## config.mk

```make
export PLATFORM = sky130hd
export DESIGN_NAME = enemy_phase_scheduler_flat
export DESIGN_NICKNAME = d
export VERILOG_FILES = /design/src/rtl/enemy_phase_scheduler_if.sv /design/src/rtl/enemy_phase_scheduler.sv /design/src/flat_wrapper.sv
export SDC_FILE = /design/constraint.sdc
export NUM_CORES = 1
export LEC_CHECK = 0
export CAP_MARGIN = 20
export CORE_AREA = 5 5 42 44
export CTS_BUF_LIST = sky130_fd_sc_hd__clkbuf_8
export CTS_CLUSTER_SIZE = 14
export DETAILED_ROUTE_END_ITERATION = 10
export DIE_AREA = 0 0 47 49
export PLACE_DENSITY = 0.8
export SLEW_MARGIN = 10
export SYNTH_ARGS = -nofsm -noshare
export SYNTH_HDL_FRONTEND = slang
export SYNTH_SLANG_ARGS = --single-unit
```

## constraint.sdc

```tcl
create_clock -name i_Clk -period 2.21 [get_ports i_Clk]
set_clock_uncertainty 0.15 [all_clocks]
set_input_delay 0.221 -clock i_Clk [delete_from_list [all_inputs] [get_ports i_Clk]]
set_output_delay 0.221 -clock i_Clk [all_outputs]
set_load 0.01 [all_outputs]
```

## src/rtl/enemy_phase_scheduler_if.sv

```systemverilog
// Control and status bundle between the frame-tick/game-control side and the enemy phase scheduler.
// The slave modport is the scheduler view; master is the driver/observer view.
interface enemy_phase_scheduler_if;
  logic       i_FrameTick;
  logic       i_Start;
  logic       i_Pause;
  logic       i_Stop;
  logic [5:0] i_AliveCount;
  logic [1:0] o_PhaseState;
  logic       o_MoveStrobe;
  logic       o_Running;
  logic       o_CycleDone;

  modport slave (
    input  i_FrameTick, i_Start, i_Pause, i_Stop, i_AliveCount,
    output o_PhaseState, o_MoveStrobe, o_Running, o_CycleDone
  );

  modport master (
    output i_FrameTick, i_Start, i_Pause, i_Stop, i_AliveCount,
    input  o_PhaseState, o_MoveStrobe, o_Running, o_CycleDone
  );
endinterface

```

## src/rtl/enemy_phase_scheduler.sv

```systemverilog
// Enemy movement sequencer: registered 2-bit phase, move strobe one cycle after the qualifying frame tick.
// Optional SPEEDUP_EN halves the move period when few enemies remain (alive count sampled per tick).
module enemy_phase_scheduler #(
  parameter int MOVE_PERIOD     = 8,
  parameter int STEPS_PER_PHASE = 16,
  parameter int FAST_THRESHOLD  = 8
) (
  input  logic                    i_Clk,
  input  logic                    i_Rst,
  enemy_phase_scheduler_if.slave  bus
);

  localparam int FW          = (MOVE_PERIOD > 1) ? $clog2(MOVE_PERIOD) : 1;
  localparam int SW          = (STEPS_PER_PHASE > 1) ? $clog2(STEPS_PER_PHASE) : 1;
  localparam int FAST_PERIOD = (MOVE_PERIOD / 2 > 0) ? MOVE_PERIOD / 2 : 1;

  localparam logic [FW-1:0] SLOW_M1 = FW'(MOVE_PERIOD - 1);
  localparam logic [FW-1:0] FAST_M1 = FW'(FAST_PERIOD - 1);
  localparam logic [SW-1:0] STEP_M1 = SW'(STEPS_PER_PHASE - 1);

  typedef enum logic [1:0] {
    ST_IDLE  = 2'd0,
    ST_RUN   = 2'd1,
    ST_PAUSE = 2'd2
  } state_e;

  state_e        state_q, state_d;
  logic [FW-1:0] frame_q, frame_d;
  logic [SW-1:0] step_q, step_d;
  logic [1:0]    phase_q, phase_d;
  logic          adv_q, adv_d;
  logic          strobe_q, strobe_d;
  logic          running_q, running_d;
  logic          done_q, done_d;
  logic [FW-1:0] period_m1;

`ifdef SPEEDUP_EN
  always_comb begin
    period_m1 = SLOW_M1;
    if (bus.i_AliveCount <= 6'(FAST_THRESHOLD)) begin
      period_m1 = FAST_M1;
    end
  end
`else
  always_comb begin
    period_m1 = SLOW_M1;
  end
`endif

  always_comb begin
    state_d   = state_q;
    frame_d   = frame_q;
    step_d    = step_q;
    phase_d   = phase_q;
    adv_d     = adv_q;
    strobe_d  = 1'b0;
    done_d    = 1'b0;
    running_d = 1'b0;

    case (state_q)
      ST_IDLE: begin
        if (!bus.i_Stop && bus.i_Start) begin
          state_d = bus.i_Pause ? ST_PAUSE : ST_RUN;
        end
      end
      ST_RUN: begin
        if (bus.i_Stop) begin
          state_d = ST_IDLE;
        end else if (bus.i_Pause) begin
          state_d = ST_PAUSE;
        end
      end
      ST_PAUSE: begin
        if (bus.i_Stop) begin
          state_d = ST_IDLE;
        end else if (!bus.i_Pause) begin
          state_d = ST_RUN;
        end
      end
      default: state_d = ST_IDLE;
    endcase

    // Stop wins over everything, including a tick that would have issued a strobe.
    if (bus.i_Stop) begin
      frame_d = '0;
      step_d  = '0;
      phase_d = 2'b00;
      adv_d   = 1'b0;
    end else if (state_q == ST_RUN) begin
      // Phase advance lands on the edge that ends the strobe cycle.
      if (adv_q) begin
        phase_d = phase_q + 2'd1;
        done_d  = (phase_q == 2'b11);
        adv_d   = 1'b0;
      end
      if (bus.i_FrameTick && !bus.i_Pause) begin
        // >= rather than == so a period that shrinks mid-count fires at once.
        if (frame_q >= period_m1) begin
          frame_d  = '0;
          strobe_d = 1'b1;
          if (step_q >= STEP_M1) begin
            step_d = '0;
            adv_d  = 1'b1;
          end else begin
            step_d = step_q + SW'(1);
          end
        end else begin
          frame_d = frame_q + FW'(1);
        end
      end
    end

    running_d = (state_d == ST_RUN);
  end

  always_ff @(posedge i_Clk) begin
    if (i_Rst) begin
      state_q   <= ST_IDLE;
      frame_q   <= '0;
      step_q    <= '0;
      phase_q   <= 2'b00;
      adv_q     <= 1'b0;
      strobe_q  <= 1'b0;
      running_q <= 1'b0;
      done_q    <= 1'b0;
    end else begin
      state_q   <= state_d;
      frame_q   <= frame_d;
      step_q    <= step_d;
      phase_q   <= phase_d;
      adv_q     <= adv_d;
      strobe_q  <= strobe_d;
      running_q <= running_d;
      done_q    <= done_d;
    end
  end

  assign bus.o_PhaseState = phase_q;
  assign bus.o_MoveStrobe = strobe_q;
  assign bus.o_Running    = running_q;
  assign bus.o_CycleDone  = done_q;

endmodule

```

## src/flat_wrapper.sv

```systemverilog
// flat-port wrapper written by rule: the top's interface ports become plain ports
module enemy_phase_scheduler_flat 
#(
  parameter int MOVE_PERIOD     = 8,
  parameter int STEPS_PER_PHASE = 16,
  parameter int FAST_THRESHOLD  = 8
)
  (i_Clk, i_Rst, bus_i_FrameTick, bus_i_Start, bus_i_Pause, bus_i_Stop, bus_i_AliveCount, bus_o_PhaseState, bus_o_MoveStrobe, bus_o_Running, bus_o_CycleDone);
  enemy_phase_scheduler_if bus_i ();
  input  logic i_Clk;
  input  logic i_Rst;
  input wire logic [$bits(bus_i.i_FrameTick)-1:0] bus_i_FrameTick;
  input wire logic [$bits(bus_i.i_Start)-1:0] bus_i_Start;
  input wire logic [$bits(bus_i.i_Pause)-1:0] bus_i_Pause;
  input wire logic [$bits(bus_i.i_Stop)-1:0] bus_i_Stop;
  input wire logic [$bits(bus_i.i_AliveCount)-1:0] bus_i_AliveCount;
  output wire logic [$bits(bus_i.o_PhaseState)-1:0] bus_o_PhaseState;
  output wire logic [$bits(bus_i.o_MoveStrobe)-1:0] bus_o_MoveStrobe;
  output wire logic [$bits(bus_i.o_Running)-1:0] bus_o_Running;
  output wire logic [$bits(bus_i.o_CycleDone)-1:0] bus_o_CycleDone;
  assign bus_i.i_FrameTick = bus_i_FrameTick;
  assign bus_i.i_Start = bus_i_Start;
  assign bus_i.i_Pause = bus_i_Pause;
  assign bus_i.i_Stop = bus_i_Stop;
  assign bus_i.i_AliveCount = bus_i_AliveCount;
  assign bus_o_PhaseState = bus_i.o_PhaseState;
  assign bus_o_MoveStrobe = bus_i.o_MoveStrobe;
  assign bus_o_Running = bus_i.o_Running;
  assign bus_o_CycleDone = bus_i.o_CycleDone;
  enemy_phase_scheduler #(.MOVE_PERIOD(MOVE_PERIOD), .STEPS_PER_PHASE(STEPS_PER_PHASE), .FAST_THRESHOLD(FAST_THRESHOLD)) u_core (.i_Clk(i_Clk), .i_Rst(i_Rst), .bus(bus_i));
endmodule
```

Yosys cells after proc, flatten, opt, wreduce, memory -nomap -nowiden
Cells that the tools add are included.
{ "word_totals": {"input_bits": 12, "word_cells": 44, "reg_bits": 15} }
{ "classes": {"n_eq_ne": 4, "n_bitwise": 3, "n_reduce_logical": 11, "mux": 13, "n_addsub": 3, "magnitude_cmp": 2} }
{ "ops": {"columns": ["op", "count"], "rows": [
  ["2-to-1 mux 2 bit", 6],
  ["OR reduction 4 bit", 2],
  ["case mux 2 bit (3 select lines)", 1],
  ["adder 4 x 1 -> 4 bit (second input constant)", 1],
  ["== test 2 x 1 -> 1 bit (second input constant)", 2],
  ["== test 2 bit (second input constant)", 2],
  [">= comparator 4 bit (second input constant)", 1],
  ["2-to-1 mux 1 bit", 4],
  ["2-to-1 mux 4 bit", 1],
  ["AND reduction 2 bit", 2],
  ["adder 3 x 1 -> 3 bit (second input constant)", 1],
  [">= comparator 3 bit (second input constant)", 1],
  ["2-to-1 mux 3 bit", 1],
  ["NOT 1 bit", 3],
  ["AND reduction 3 bit", 1],
  ["adder 2 x 1 -> 2 bit (second input constant)", 1],
  ["logical AND 1 bit", 2],
  ["logical NOT 1 bit", 2],
  ["logical NOT 2 bit", 1],
  ["OR reduction 2 bit", 1]
]} }

Depth between registers and ports, before layout
Gate-level depths: netlist of run 1.
{ "depth": {"word_depth": 5, "depth_mapped": 5, "mapped_depth_nobuf": 5} }

Least setup slack after synthesis of run 1
No wires, ideal clock.
{ "synth_path": {"kind": "reg-to-reg", "startpoint": "reg u_core.frame_q[0]", "endpoint": "reg u_core.step_q[2]", "path_buffers": 0, "setup_time_ns": 0.070, "stages_incl_launch_ff": 6, "t_arrival_ns": 1.291, "slack_ns": 0.698, "cell_sequence": "dfxtp_1 -> ha_1 -> ha_1 -> a31oi_1 -> or4_1 -> a21oi_1"} }
{ "synth_via": {"elab_chain_cells": 2} }
{ "synth_rtl": {"columns": ["item", "line", "rtl"], "rows": [
  ["start: declaration", "enemy_phase_scheduler.sv:28", "logic [FW-1:0] frame_q, frame_d;"],
  ["start signal: assignment", "enemy_phase_scheduler.sv:128", "frame_q <= frame_d;"],
  [">= comparator 3 bit", "enemy_phase_scheduler.sv:98", "if (frame_q >= period_m1) begin"],
  ["AND reduction 3 bit (no source line)", null, null],
  ["end signal: assignment", "enemy_phase_scheduler.sv:129", "step_q <= step_d;"],
  ["end: declaration", "enemy_phase_scheduler.sv:29", "logic [SW-1:0] step_q, step_d;"]
]} }
Every way passes these cells.
A chain may end at the register's enable or synchronous reset.

Worst setup path in the final report of run 1
Ends and elaborated chain as after synthesis.

==> results.toml, run 1 <==
[logic_synthesis]
syn_inst = 70
synth_cell_types = 27
async_flop_share_pct = 0
syn_area_um2 = 644
synth.yosys.seq_area_share_pct = 46.6
synth-edff-count = 0
synthTopCellsByCount = "dfxtp_1 (15), a21oi_1 (10), nand2_1 (6)"
synth_top_area_share_pct = 46.6
yosys_warnings = 0
synth_flop_cell = "dfxtp_1"
ys_ff_latch = 15
yosysTopAreaCell = "dfxtp_1"
syn_nets = 86
synth.avg_cell_area_um2 = 9.21
synth.most_common_cell = "dfxtp_1"
ys_top_cells_by_area = "dfxtp_1 (47%), a21oi_1 (7.8%), ha_1 (7.8%)"

[global_routing]
grt_use_total_pct = 12.3
grt_max_degree = 14
grt_pass1_wl_um = 2130
gr-total-overflow = 0
antenna_found_initial = 0
grt_pass1_vias = 510

[cells_and_area]
layout-drive-gt1-share_pct = 8.43
fillerInstances = 132
diodes = 0
utilization_pct = 57.7
multi_input_area_um2 = 328
seq_area_um2 = 300
area_growth_pct = 25.4
layout.nets = 100
fin_cells = 99
layout.cell_area.non_filler_um2 = 808

[sta]
max_freq_mhz = 593
rsz0062_at_grt = "no"
min_period_ns = 1.69
setup_tns_ns = 0
fin_crit_sh_pct = 76.3
setup_ws_ns = 0.524
maxSlewHeadroom_pct = 65.9
finalHoldViolCount = 0
finalSetupViolCount = 0
maxSlewViolCount = 0
worst_pin_slew_ns = 0.508

[placement]
place.detailed.instances = 95
place.gp.congestion = 0.756
dpl_cell_area_um2 = 763
hpwl_um = 948
io_buffer_count = 10
dp_slack_ns = 0.339

[cts]
cts.sinks = 15
clkTransAtPathRegs_ns = 0.06
htree_levels = 1
clockBufferDepth = 2
holdBufCountCts = 0
cts_tree = "done"
cts_buffers = 3
cts.repair.resized = 0
post_cts_buffers = 0
clock_latency_ns = 0.25
cts_root_buf = "clkbuf_8"

[floorplan]
fp.dieH_um = 49
dieArea_um2 = 2300
start_util_pct = 46.0
core_um2 = 1400
die_w_um = 47
rows = 14
ios = 17

[route]
wl_met3_um = 77
vias = 563
postRouteAntennaNets = 0
route.detailed.drc = 0
wl_met1_um = 536
firstDrtPassIters = 4
wirelength_um = 1300
drt-wirelength-per-cell_um = 13.1
vias_per_cell = 5.69
topRoutingLayerUsed = "met4"
wl_met2_um = 649
drt_iter0_drc = 12

[pwr]
p_comb_share_pct = 4.5
internal_power_mw = 0.409
clkPwrFrac_pct = 42.2
p_sw_mw = 0.106
peakVddDrop_mv = 0.470
powerDensity_nw_per_um2 = 636
swShare_pct = 20.5
leakage_nw = 0.296
pwr-share-seq_pct = 53.3

[status]
outcome = "complete, no violations"

[critical_path]
crit_arrival_ns = 1.66
cp-end-kind = "flop"
worstSetupPathType = "reg2reg"
start_kind = "flop"
worstPathRequired_ns = 2.18
cp_max_fo = 7

[job]
drv_cap = 0

[worst_hold_path]
hold_path_class = "reg2reg"
## path summary, 6_finish.rpt
path                                        from                        endpoint  slack (ns)  cells past startpoint
hold reg to reg   u_core.frame_q[1]$_SDFFE_PP0N_  u_core.frame_q[1]$_SDFFE_PP0N_        0.35                      2
hold / removal    u_core.frame_q[1]$_SDFFE_PP0N_  u_core.frame_q[1]$_SDFFE_PP0N_        0.35                      2
setup / recovery  u_core.frame_q[0]$_SDFFE_PP0N_   u_core.step_q[2]$_SDFFE_PP0P_        0.52                      5
setup reg to reg  u_core.frame_q[0]$_SDFFE_PP0N_   u_core.step_q[2]$_SDFFE_PP0P_        0.52                      5
## layout make-up
cell class              count  area share (%)
multi-input cells          51            40.6
flip-flops and latches     15            37.2
repair buffers             11            13.3
clock buffers               3            5.11
well taps                  16            2.48
inverters                   2           0.929
clock inverters             1           0.464
## placed cells by master (no fill, tap or decap), types with 2 or more instances in the layout
cell,instances
and3_1,2
ha_1,4
inv_1,3
nor2_1,4
clkdlybuf4s50_1,10
nor3_1,2
or3_1,2
a21oi_1,10
nor3b_1,2
nand3_1,3
nand2_1,6
o21ai_0,3
dfxtp_1,15
clkbuf_8,3
## power groups by stage
stage               registers (mW)  logic, mW  clock network (mW)
CTS                          0.274     0.0232               0.219
global placement             0.280     0.0228                   0
finish                       0.274     0.0230               0.217
detailed placement           0.280     0.0230                   0
global route                 0.274     0.0248               0.230
floorplan                    0.280    0.00957                   0
## per-stage QoR
step                total power, mW  hold slack (ns)
floorplan                     0.289            0.147
global placement              0.303            0.317
detailed placement            0.303            0.335
CTS                           0.517            0.343
global route                  0.529            0.366
finish                        0.514            0.346
## cell families (layout without fill, tap and decap cells)
group,after synthesis,in the layout,synth area share [%]
adder cells (fa/ha/maj),4,4,7.77
AND/OR/NAND/NOR,27,27,24.3
XOR/XNOR,1,1,1.36
AO/OA/AOI/OAI,18,18,15.9
flip-flops,15,15,46.6
multiplexers,1,1,1.55
buffers and inverters,4,17,2.52
## flip-flops by register name (all words and copies together), names as in the netlist
register and flops:
u_core.adv_q 1, u_core.bus.o_PhaseState 2, u_core.frame_q 3, u_core.step_q 4, u_core.bus.o_MoveStrobe 1, u_core.bus.o_CycleDone 1
u_core.state_q 2, u_core.bus.o_Running 1
## layer usage
layer	global-route usage, %	vias to the layer above
li1	-	285
met1	15.5	256
met2	18.8	15
met3	3.32	7
met4	5.53	0
met5	0	-
## critical path: stages (launching register included)
cell	delay [ns]
dfxtp_1	0.34
ha_1	0.20
ha_1	0.20
a31oi_1	0.41
or4_1	0.19
a21oi_1	0.07
(Power assumes the default switching activity.)
==> run 2: changes to the inputs <==
--- a/config.mk
+++ b/config.mk
@@ -6,12 +6,12 @@
 export NUM_CORES = 1
 export LEC_CHECK = 0
 export CAP_MARGIN = 20
-export CORE_AREA = 5 5 42 44
+export CORE_MARGIN = 5
+export CORE_UTILIZATION = 48
 export CTS_BUF_LIST = sky130_fd_sc_hd__clkbuf_8
 export CTS_CLUSTER_SIZE = 14
 export DETAILED_ROUTE_END_ITERATION = 10
-export DIE_AREA = 0 0 47 49
-export PLACE_DENSITY = 0.8
+export PLACE_DENSITY = 0.79
 export SLEW_MARGIN = 10
 export SYNTH_ARGS = -nofsm -noshare
 export SYNTH_HDL_FRONTEND = slang
==> constraint.sdc (replaced) <==
create_clock -name i_Clk -period 1.7 [get_ports i_Clk]
set_clock_uncertainty 0.15 [all_clocks]
set_input_delay 0.17 -clock i_Clk [delete_from_list [all_inputs] [get_ports i_Clk]]
set_output_delay 0.17 -clock i_Clk [all_outputs]
set_load 0.01 [all_outputs]
==> run 2 against run 1 <==
Die area decreased by 5.5%. Power increased by 29%. Combinational power increased by 36%. Global-route usage increased by 2.9 points. Flip-flop and latch count unchanged. Non-clock buffer count increased by 6. Fmax increased by 3.6%. Hold slack got worse by 0.016 ns. Largest power group unchanged.
==> results.toml, run 2 (synthesis results as in run 1) <==
[floorplan]
start_util_pct = 50.1
die_w_um = 46.6
core_um2 = 1280
dieArea_um2 = 2180
rows = 13
fp.dieH_um = 46.6
ios = 17

[sta]
maxSlewHeadroom_pct = 83.1
min_period_ns = 1.63
fin_crit_sh_pct = 95.7
maxSlewViolCount = 0
finalSetupViolCount = 0
worst_pin_slew_ns = 0.253
finalHoldViolCount = 0
max_freq_mhz = 615
worst_hold_slack_ns = 0.329

[cells_and_area]
largestRegisters = "u_core.step_q (4), u_core.frame_q (3)"
area_growth_pct = 33.8
most-common-layout-cells = "dfxtp_1 (13), a21oi_1 (10), clkdlybuf4s50_1 (10)"
top_register = "u_core.step_q"
layout-drive-gt1-share_pct = 19.1
layout_commonest_cell = "dfxtp_1"
largest_reg_flops = 4
layout.nets = 106
diodes = 0

[cts]
clock_latency_ns = 0.24
clkTransAtPathRegs_ns = 0.06
cts.sinks = 15
htree_levels = 1
cts_root_buf = "clkbuf_8"
cts_tree = "done"
clockBufferDepth = 2
cts_buffers = 3
post_cts_buffers = 0

[critical_path]
cp_max_fo = 4
start_kind = "flop"
worstPathRequired_ns = 1.73
crit_arrival_ns = 1.65
cp-end-kind = "flop"
worstSetupPathType = "reg2reg"

[global_routing]
grt_pass1_wl_um = 2260
grt_pass1_vias = 541
grt_use_total_pct = 15.2
grt_max_degree = 14
gr-total-overflow = 0
antenna_found_initial = 0

[route]
wl_met3_um = 95
route.detailed.drc = 0
topRoutingLayerUsed = "met4"
vias_per_cell = 5.51
postRouteAntennaNets = 0
drt_iter0_drc = 12
wl_met1_um = 591
drt-wirelength-per-cell_um = 12.9
vias = 573
wl_met2_um = 630
firstDrtPassIters = 4
wirelength_um = 1340

[placement]
place.gp.congestion = 0.713
io_buffer_count = 10
hpwl_um = 925

[pwr]
leakage_nw = 0.323
peakVddDrop_mv = 0.695
powerDensity_nw_per_um2 = 771
power_mw = 0.664

[status]
outcome = "complete, no violations"

[job]
drv_cap = 0

[worst_hold_path]
hold_path_class = "reg2reg"
## run 2: cell count changes in the layout (fill, tap and decap cells not counted), sizes merged
cell / change
buf: +6
## run 2: path summary, 6_finish.rpt
kind	startpoint	end	slack, ns	cells after the start
worst max-delay path	u_core.frame_q[0]$_SDFFE_PP0N_	u_core.step_q[2]$_SDFFE_PP0P_	0.07	6
worst max register to register	u_core.frame_q[0]$_SDFFE_PP0N_	u_core.step_q[2]$_SDFFE_PP0P_	0.07	6
worst min register to register	u_core.adv_q$_SDFFE_PP0P_	u_core.adv_q$_SDFFE_PP0P_	0.33	2
worst min-delay path	u_core.adv_q$_SDFFE_PP0P_	u_core.adv_q$_SDFFE_PP0P_	0.33	2
## run 2: per-stage QoR
step | cells | utilization [%] | TNS, ns | setup slack [ns] | cell area (µm²)
after floorplan | 70 | - | 0 | 0.188 | 644
after global placement | 100 | 62.8 | -0.155 | -0.0795 | 807
after detailed placement | 100 | 62.8 | -0.347 | -0.142 | 807
after CTS | 104 | 66.3 | 0 | 0.100 | 852
after global routing | 104 | 67.1 | -0.0504 | -0.0504 | 862
final | 104 | 67.1 | 0 | 0.0730 | 862
## run 2: report_power, final
| part | total (mW) | internal [mW] | switching (mW) |
|---|---|---|---|
| clock | 0.277 | 0.160 | 0.117 |
| combinational | 0.0312 | 0.0183 | 0.0129 |
| sequential | 0.356 | 0.354 | 0.00241 |
## run 2: worst max-delay path, cell delays in order, from the launching register on
cell	delay, ns
dfxtp_2	0.33
ha_2	0.16
ha_1	0.15
a31oi_1	0.06
buf_4	0.16
or4_1	0.39
a21oi_1	0.16
## run 2: routing by layer
metal  vias to the layer above  track usage (%)
met2                        10             23.1
met5                         -                0
met1                       267             17.5
li1                        292                -
met3                         4             8.59
met4                         0             6.08
## run 2: cell type report
| cell class | instances | area (µm²) |
|---|---|---|
| multi-input combinational | 51 | 335 |
| tap | 15 | 18.8 |
| clock buffer | 3 | 41.3 |
| clock inverter | 1 | 3.75 |
| timing repair buffer | 17 | 153 |
| sequential | 15 | 303 |
| inverter | 2 | 7.51 |
| fill | 107 | 423 |
## run 2: timing repair
item	in CTS	in global routing
endpoints found under the setup margin	0	2
gates resized for setup	0	4
hold buffers	0	0
